[config.mk]
export PLATFORM = sky130hd
export DESIGN_NAME = ia_packet_rx
export DESIGN_NICKNAME = d
export VERILOG_FILES = /design/src/rtl/ia_packet_rx.sv
export SDC_FILE = /design/constraint.sdc
export NUM_CORES = 1
export LEC_CHECK = 0
export BUFFER_PORTS_ARGS = -buffer_cell sky130_fd_sc_hd__buf_2
export CORE_MARGIN = 2
export CORE_UTILIZATION = 40
export CTS_CLUSTER_DIAMETER = 40
export DETAILED_ROUTE_END_ITERATION = 8
export SETUP_SLACK_MARGIN = 0.3
export SLEW_MARGIN = 40
export SYNTH_ARGS = -nofsm -noshare
export SYNTH_HDL_FRONTEND = slang
export SYNTH_SLANG_ARGS = --single-unit
[constraint.sdc]
create_clock -name clk -period 2.9 [get_ports clk]
set_input_delay 0.29 -clock clk [delete_from_list [all_inputs] [get_ports clk]]
set_output_delay 0.29 -clock clk [all_outputs]
set_load 0.02 [all_outputs]
[src/rtl/ia_packet_rx.sv]
// rtl/ia_packet_rx.sv - frames UART bytes into SYNC + NUM_BYTES packets with indexed update strobes.
// Optional payload XOR checksum byte enabled by defining IA_PACKET_RX_CHECKSUM_EN.
module ia_packet_rx #(
  parameter int         NUM_BYTES      = 55,
  parameter int         IDX_W          = 6,
  parameter logic [7:0] SYNC_BYTE      = 8'hA5,
  parameter int         TIMEOUT_CYCLES = 1000000,
  parameter int         TO_W           = 20
) (
  input  logic             clk,
  input  logic             reset_n,
  input  logic             byte_valid,
  input  logic [7:0]       byte_data,
  output logic [7:0]       read_data,
  output logic [IDX_W-1:0] idx,
  output logic             update_reg,
  output logic             pc_ready,
  output logic             pkt_err
);

  typedef enum logic [1:0] {IDLE, RECV, DONE, CSUM} state_t;

  localparam logic [IDX_W-1:0] LAST_IDX = IDX_W'(NUM_BYTES - 1);
  localparam bit               TO_EN    = (TIMEOUT_CYCLES > 0);
  localparam logic [TO_W-1:0]  TO_LAST  = TO_W'(TIMEOUT_CYCLES - 1);

  state_t          state;
  logic [IDX_W-1:0] cnt;
  logic [TO_W-1:0]  to_cnt;
  logic             to_expire;

`ifdef IA_PACKET_RX_CHECKSUM_EN
  logic [7:0] csum;
`endif

  // Expiry fires on the idle cycle that would bring the counter to TIMEOUT_CYCLES;
  // a byte arriving in that same cycle takes priority.
  assign to_expire = TO_EN && !byte_valid && (to_cnt == TO_LAST);

  always_ff @(posedge clk or negedge reset_n) begin
    if (!reset_n) begin
      state      <= IDLE;
      cnt        <= '0;
      to_cnt     <= '0;
      read_data  <= '0;
      idx        <= '0;
      update_reg <= 1'b0;
      pc_ready   <= 1'b0;
      pkt_err    <= 1'b0;
`ifdef IA_PACKET_RX_CHECKSUM_EN
      csum       <= '0;
`endif
    end else begin
      update_reg <= 1'b0;
      pc_ready   <= 1'b0;
      pkt_err    <= 1'b0;
      case (state)
        IDLE: begin
          if (byte_valid && (byte_data == SYNC_BYTE)) begin
            state  <= RECV;
            cnt    <= '0;
            to_cnt <= '0;
`ifdef IA_PACKET_RX_CHECKSUM_EN
            csum   <= '0;
`endif
          end
        end
        RECV: begin
          if (byte_valid) begin
            read_data  <= byte_data;
            idx        <= cnt;
            update_reg <= 1'b1;
            to_cnt     <= '0;
`ifdef IA_PACKET_RX_CHECKSUM_EN
            csum       <= csum ^ byte_data;
`endif
            if (cnt == LAST_IDX) begin
`ifdef IA_PACKET_RX_CHECKSUM_EN
              state <= CSUM;
`else
              state <= DONE;
`endif
            end else begin
              cnt <= cnt + 1'b1;
            end
          end else if (to_expire) begin
            pkt_err <= 1'b1;
            state   <= IDLE;
            to_cnt  <= '0;
          end else if (TO_EN) begin
            to_cnt <= to_cnt + 1'b1;
          end
        end
`ifdef IA_PACKET_RX_CHECKSUM_EN
        CSUM: begin
          if (byte_valid) begin
            to_cnt <= '0;
            if (byte_data == csum) begin
              state <= DONE;
            end else begin
              pkt_err <= 1'b1;
              state   <= IDLE;
            end
          end else if (to_expire) begin
            pkt_err <= 1'b1;
            state   <= IDLE;
            to_cnt  <= '0;
          end else if (TO_EN) begin
            to_cnt <= to_cnt + 1'b1;
          end
        end
`endif
        DONE: begin
          // Any byte arriving here is dropped, never treated as a new sync.
          pc_ready <= 1'b1;
          state    <= IDLE;
          cnt      <= '0;
        end
        default: state <= IDLE;
      endcase
    end
  end

endmodule

==> key figures <==
Status
  • Status: finished clean

Cells and area
  • Non-filler cells in the finished layout: 335
  • Fraction of final layout cells with drive strength greater than 1: 16.7%
  • Utilization of the core after routing: 46.5%
  • Register name with the most flops: to_cnt
  • Count of nets after finishing: 277
  • Area growth, synth to finish: 14.3%
  • Number of fill cells in the layout: 530
  • Diodes inserted: 0
  • Multi-input gate area: 998 um2
  • Sequential cell area: 1130 um2
  • Flip-flop count of the largest register, all copies and words added: 20
  • Largest regs: to_cnt (20), read_data (8)

Global route
  • Number of global-route vias before repair: 1695
  • Met3 routing resource usage after global routing: 4.60%
  • Global-route total usage across every layer: 16.1%
  • GR Util met1: 21.2%
  • Grt peak-use layer: met2
  • Maximum number of pins on one net before global-route repair: 46
  • Met2 routing resource usage after global routing: 25.5%
  • Number of antenna violations at the first check in global routing: 0
  • Global-route wire length before repair: 7770 um
  • Total global routing overflow: 0

Place
  • Post-detailed-placement half-perimeter wirelength: 3080 um
  • Port-buffer cells: 27
  • Number of placed cells counting well taps: 327
  • Pre-CTS setup slack: 0.589 ns
  • Final weighted congestion of routability-driven global placement: 0.791

Yosys
  • Cell taking the most area after synthesis: sky130_fd_sc_hd__dfrtp_1
  • Count of synthesis-stage warnings from yosys: 0
  • Cells after synthesis: 235
  • Synthesized net count: 249
  • Proportion of register bits with asynchronous set or reset after synthesis: 100%
  • Most common cell in the netlist: sky130_fd_sc_hd__nand2_1
  • Netlist area before placement: 2200 um2
  • Number of synthesized flops with an enable pin: 0
  • Most instantiated cells after synthesis: 53 x sky130_fd_sc_hd__nand2_1, 45 x sky130_fd_sc_hd__dfrtp_1, 16 x sky130_fd_sc_hd__a21oi_1
  • Mean instance size in the synthesized netlist: 9.37 um2
  • Fraction of synthesized cell area taken by the top area cell type: 51.2%
  • Adder-cell share of the synthesized area: 1.71%
  • Post-synthesis share of cell area spent on xor and xnor gates: 0%
  • Register area share after synthesis: 51.2%
  • Top_reg_cell synth: sky130_fd_sc_hd__dfrtp_1
  • Post-Synth Simple-Gate Area: 25.1%
  • Share of cell area taken by muxes after synthesis: 1.88%
  • Area fraction in compound gates after synthesis: 16.0%
  • Leading post-synthesis cells by cell area: sky130_fd_sc_hd__dfrtp_1 51%, sky130_fd_sc_hd__nand2_1 9.0%, sky130_fd_sc_hd__a31oi_1 4.3%
  • Main combinational cell family by area after synthesis: simple AND/OR/NAND/NOR gates
  • Synthesis-stage register bit count: 45
  • Synth cell types: 42

Drt
  • Number of DRC violations after detailed-routing iteration 0: 67
  • Pre-Repair DR Iteration Count: 4
  • Ratio of routed vias to standard cells: 5.34
  • Detail Route Antenna Nets: 0
  • Via Count: 1790
  • Routed len/inst: 13.5 um
  • Drt drc: 0
  • Total Wirelength: 4540 um

STA
  • Final Hold Violating Endpoints: 0
  • Maximum clock frequency: 462 MHz
  • Max Slew Vio Count: 0
  • Headroom to the max-slew limit: 48.7%
  • RSZ-0062 raised after global routing: no
  • Clock Skews: 0.00668 ns
  • Tcrit/Tclk final: 74.7%
  • Post-layout minimum cycle time: 2.17 ns
  • Tightest Pin Transition: 0.762 ns
  • Count of final setup violators: 0
  • Total Neg Setup Slack: 0 ns
  • Setup slack of the critical path after layout: 0.734 ns

Power and ir drop
  • Leak Pwr: 1.18 nW
  • Int Pwr: 1.19 mW
  • Clock group share of total power: 25.7%
  • Final Total Pwr: 1.79 mW
  • Pwr/cell area: 712 nW/um2
  • Fraction of power consumed by combinational cells: 26.0%
  • Peak VDD IR: 0.000265 V
  • Switching share of total power: 33.8%
  • Net switching power figure: 605 uW
  • Share of total power in sequential cells: 48.3%

Clock tree
  • Clock slew seen by the registers of the worst setup and hold paths: 0.08 ns
  • Number of clock buffers inserted by TritonCTS: 5
  • Clock tree root driver cell: sky130_fd_sc_hd__clkbuf_8
  • CTS tree: yes
  • Total number of H-tree levels: 2
  • TritonCTS sink count: 45
  • Cells resized by post-CTS repair: 0
  • Number of setup buffers added after CTS: 0
  • Buffers from clock root to sink, at most: 2
  • Clock insertion delay at the later pin of the skew report: 0.30 ns

Floorplan
  • Die ar.: 6110 um2
  • Y dimension of the die: 78.2 um
  • CORE AREA: 5410 um2
  • Placement row count: 27
  • # IOs: 28
  • Floorplan die width: 78.2 um
  • Starting density of the core: 40.7%

Worst setup path
  • Critical Path Start Type: register
  • Data arrival time at the worst-slack endpoint: 2.34 ns
  • Required time reported for the critical path endpoint: 3.07 ns
  • CP Max Fanout: 20
  • Category of the most critical setup path: reg -> reg
  • Endpoint kind of the worst setup timing path: register

Hold path
  • Worst min path class: in -> reg

Run
  • Number of maximum-capacitance constraint violations: 0
==> layer usage <==
layer	part of all wire [%]	up-vias
li1	-	897
met1	48	844
met2	45	44
met3	5.4	5
met4	1.4	0
met5	0	-
==> cell type report <==
class / instances / share of cell area, %
Timing Repair Buffer: 31 / 6.77
Multi-Input combinational cell: 173 / 39.7
Inverter: 7 / 1.04
Clock buffer: 5 / 2.74
Tap cell: 72 / 3.58
Sequential cell: 45 / 44.8
Clock inverter: 2 / 1.39
==> through the flow <==
| stage | hold WS (ns) | area (um2) |
|---|---|---|
| global route | 0.189 | 2510 |
| global placement | 0.452 | 2380 |
| finish | 0.194 | 2510 |
| CTS | 0.190 | 2500 |
| detailed placement | 0.328 | 2390 |
| floorplan | -0.00559 | 2200 |
==> worst paths after layout <==
path | start | slack, ns | cells after the start | to
worst min register to register | idx[5]$_DFFE_PN0P_ | 0.47 | 2 | idx[5]$_DFFE_PN0P_
worst min-delay path | byte_data[1] | 0.19 | 3 | read_data[1]$_DFFE_PN0P_
min in group asynchronous | reset_n | 0.52 | 2 | cnt[4]$_DFFE_PN0P_
worst max register to register | to_cnt[7]$_DFFE_PN0P_ | 0.73 | 6 | to_cnt[4]$_DFFE_PN0P_
worst max-delay path | to_cnt[7]$_DFFE_PN0P_ | 0.73 | 6 | to_cnt[4]$_DFFE_PN0P_
max in group asynchronous | reset_n | 1.97 | 2 | to_cnt[1]$_DFFE_PN0P_
==> cells in the final DEF, fill, tap and decap left out, types with 3 or more instances in the layout <==
master,instances
sky130_fd_sc_hd__nand4_1,5
sky130_fd_sc_hd__nand2_1,53
sky130_fd_sc_hd__buf_2,26
sky130_fd_sc_hd__and3_1,6
sky130_fd_sc_hd__a31oi_1,15
sky130_fd_sc_hd__nand2b_1,7
sky130_fd_sc_hd__nand3_1,14
sky130_fd_sc_hd__buf_4,4
sky130_fd_sc_hd__clkbuf_8,5
sky130_fd_sc_hd__ha_1,3
sky130_fd_sc_hd__dfrtp_1,45
sky130_fd_sc_hd__a41oi_1,6
sky130_fd_sc_hd__a21oi_1,16
sky130_fd_sc_hd__mux2i_1,3
sky130_fd_sc_hd__nor3_1,3
sky130_fd_sc_hd__o21ai_0,5
sky130_fd_sc_hd__inv_1,7
sky130_fd_sc_hd__nor2_1,12
==> worst max-delay path: stages, from the launching register on <==
cell	delay [ns]
sky130_fd_sc_hd__dfrtp_1	0.45
sky130_fd_sc_hd__or4bb_1	0.48
sky130_fd_sc_hd__nor3_1	0.35
sky130_fd_sc_hd__a21oi_4	0.23
sky130_fd_sc_hd__buf_4	0.25
sky130_fd_sc_hd__a41oi_1	0.22
sky130_fd_sc_hd__a31oi_1	0.06
==> logic make-up after synthesis <==
family                   Yosys count
AND/OR/NAND/NOR                  112
adder cells (fa/ha/maj)            3
AO/OA/AOI/OAI                     54
multiplexers                       4
flip-flops                        45
buffers and inverters             17
==> power groups by stage <==
stage               logic [mW]  registers (mW)  clock network [mW]
finish                   0.466           0.864               0.460
global route             0.522           0.886               0.510
CTS                      0.470           0.864               0.476
detailed placement       0.466           0.877                   0
global placement         0.459           0.874                   0
floorplan                0.227           0.958                   0
==> repair_timing <==
action / 4_1_cts / 5_1_grt
hold buffers: 1 / 0
setup endpoints to repair: 0 / 0
endpoints found under the hold margin: 13 / 0
Note: power is estimated with default switching activity, not from simulation.
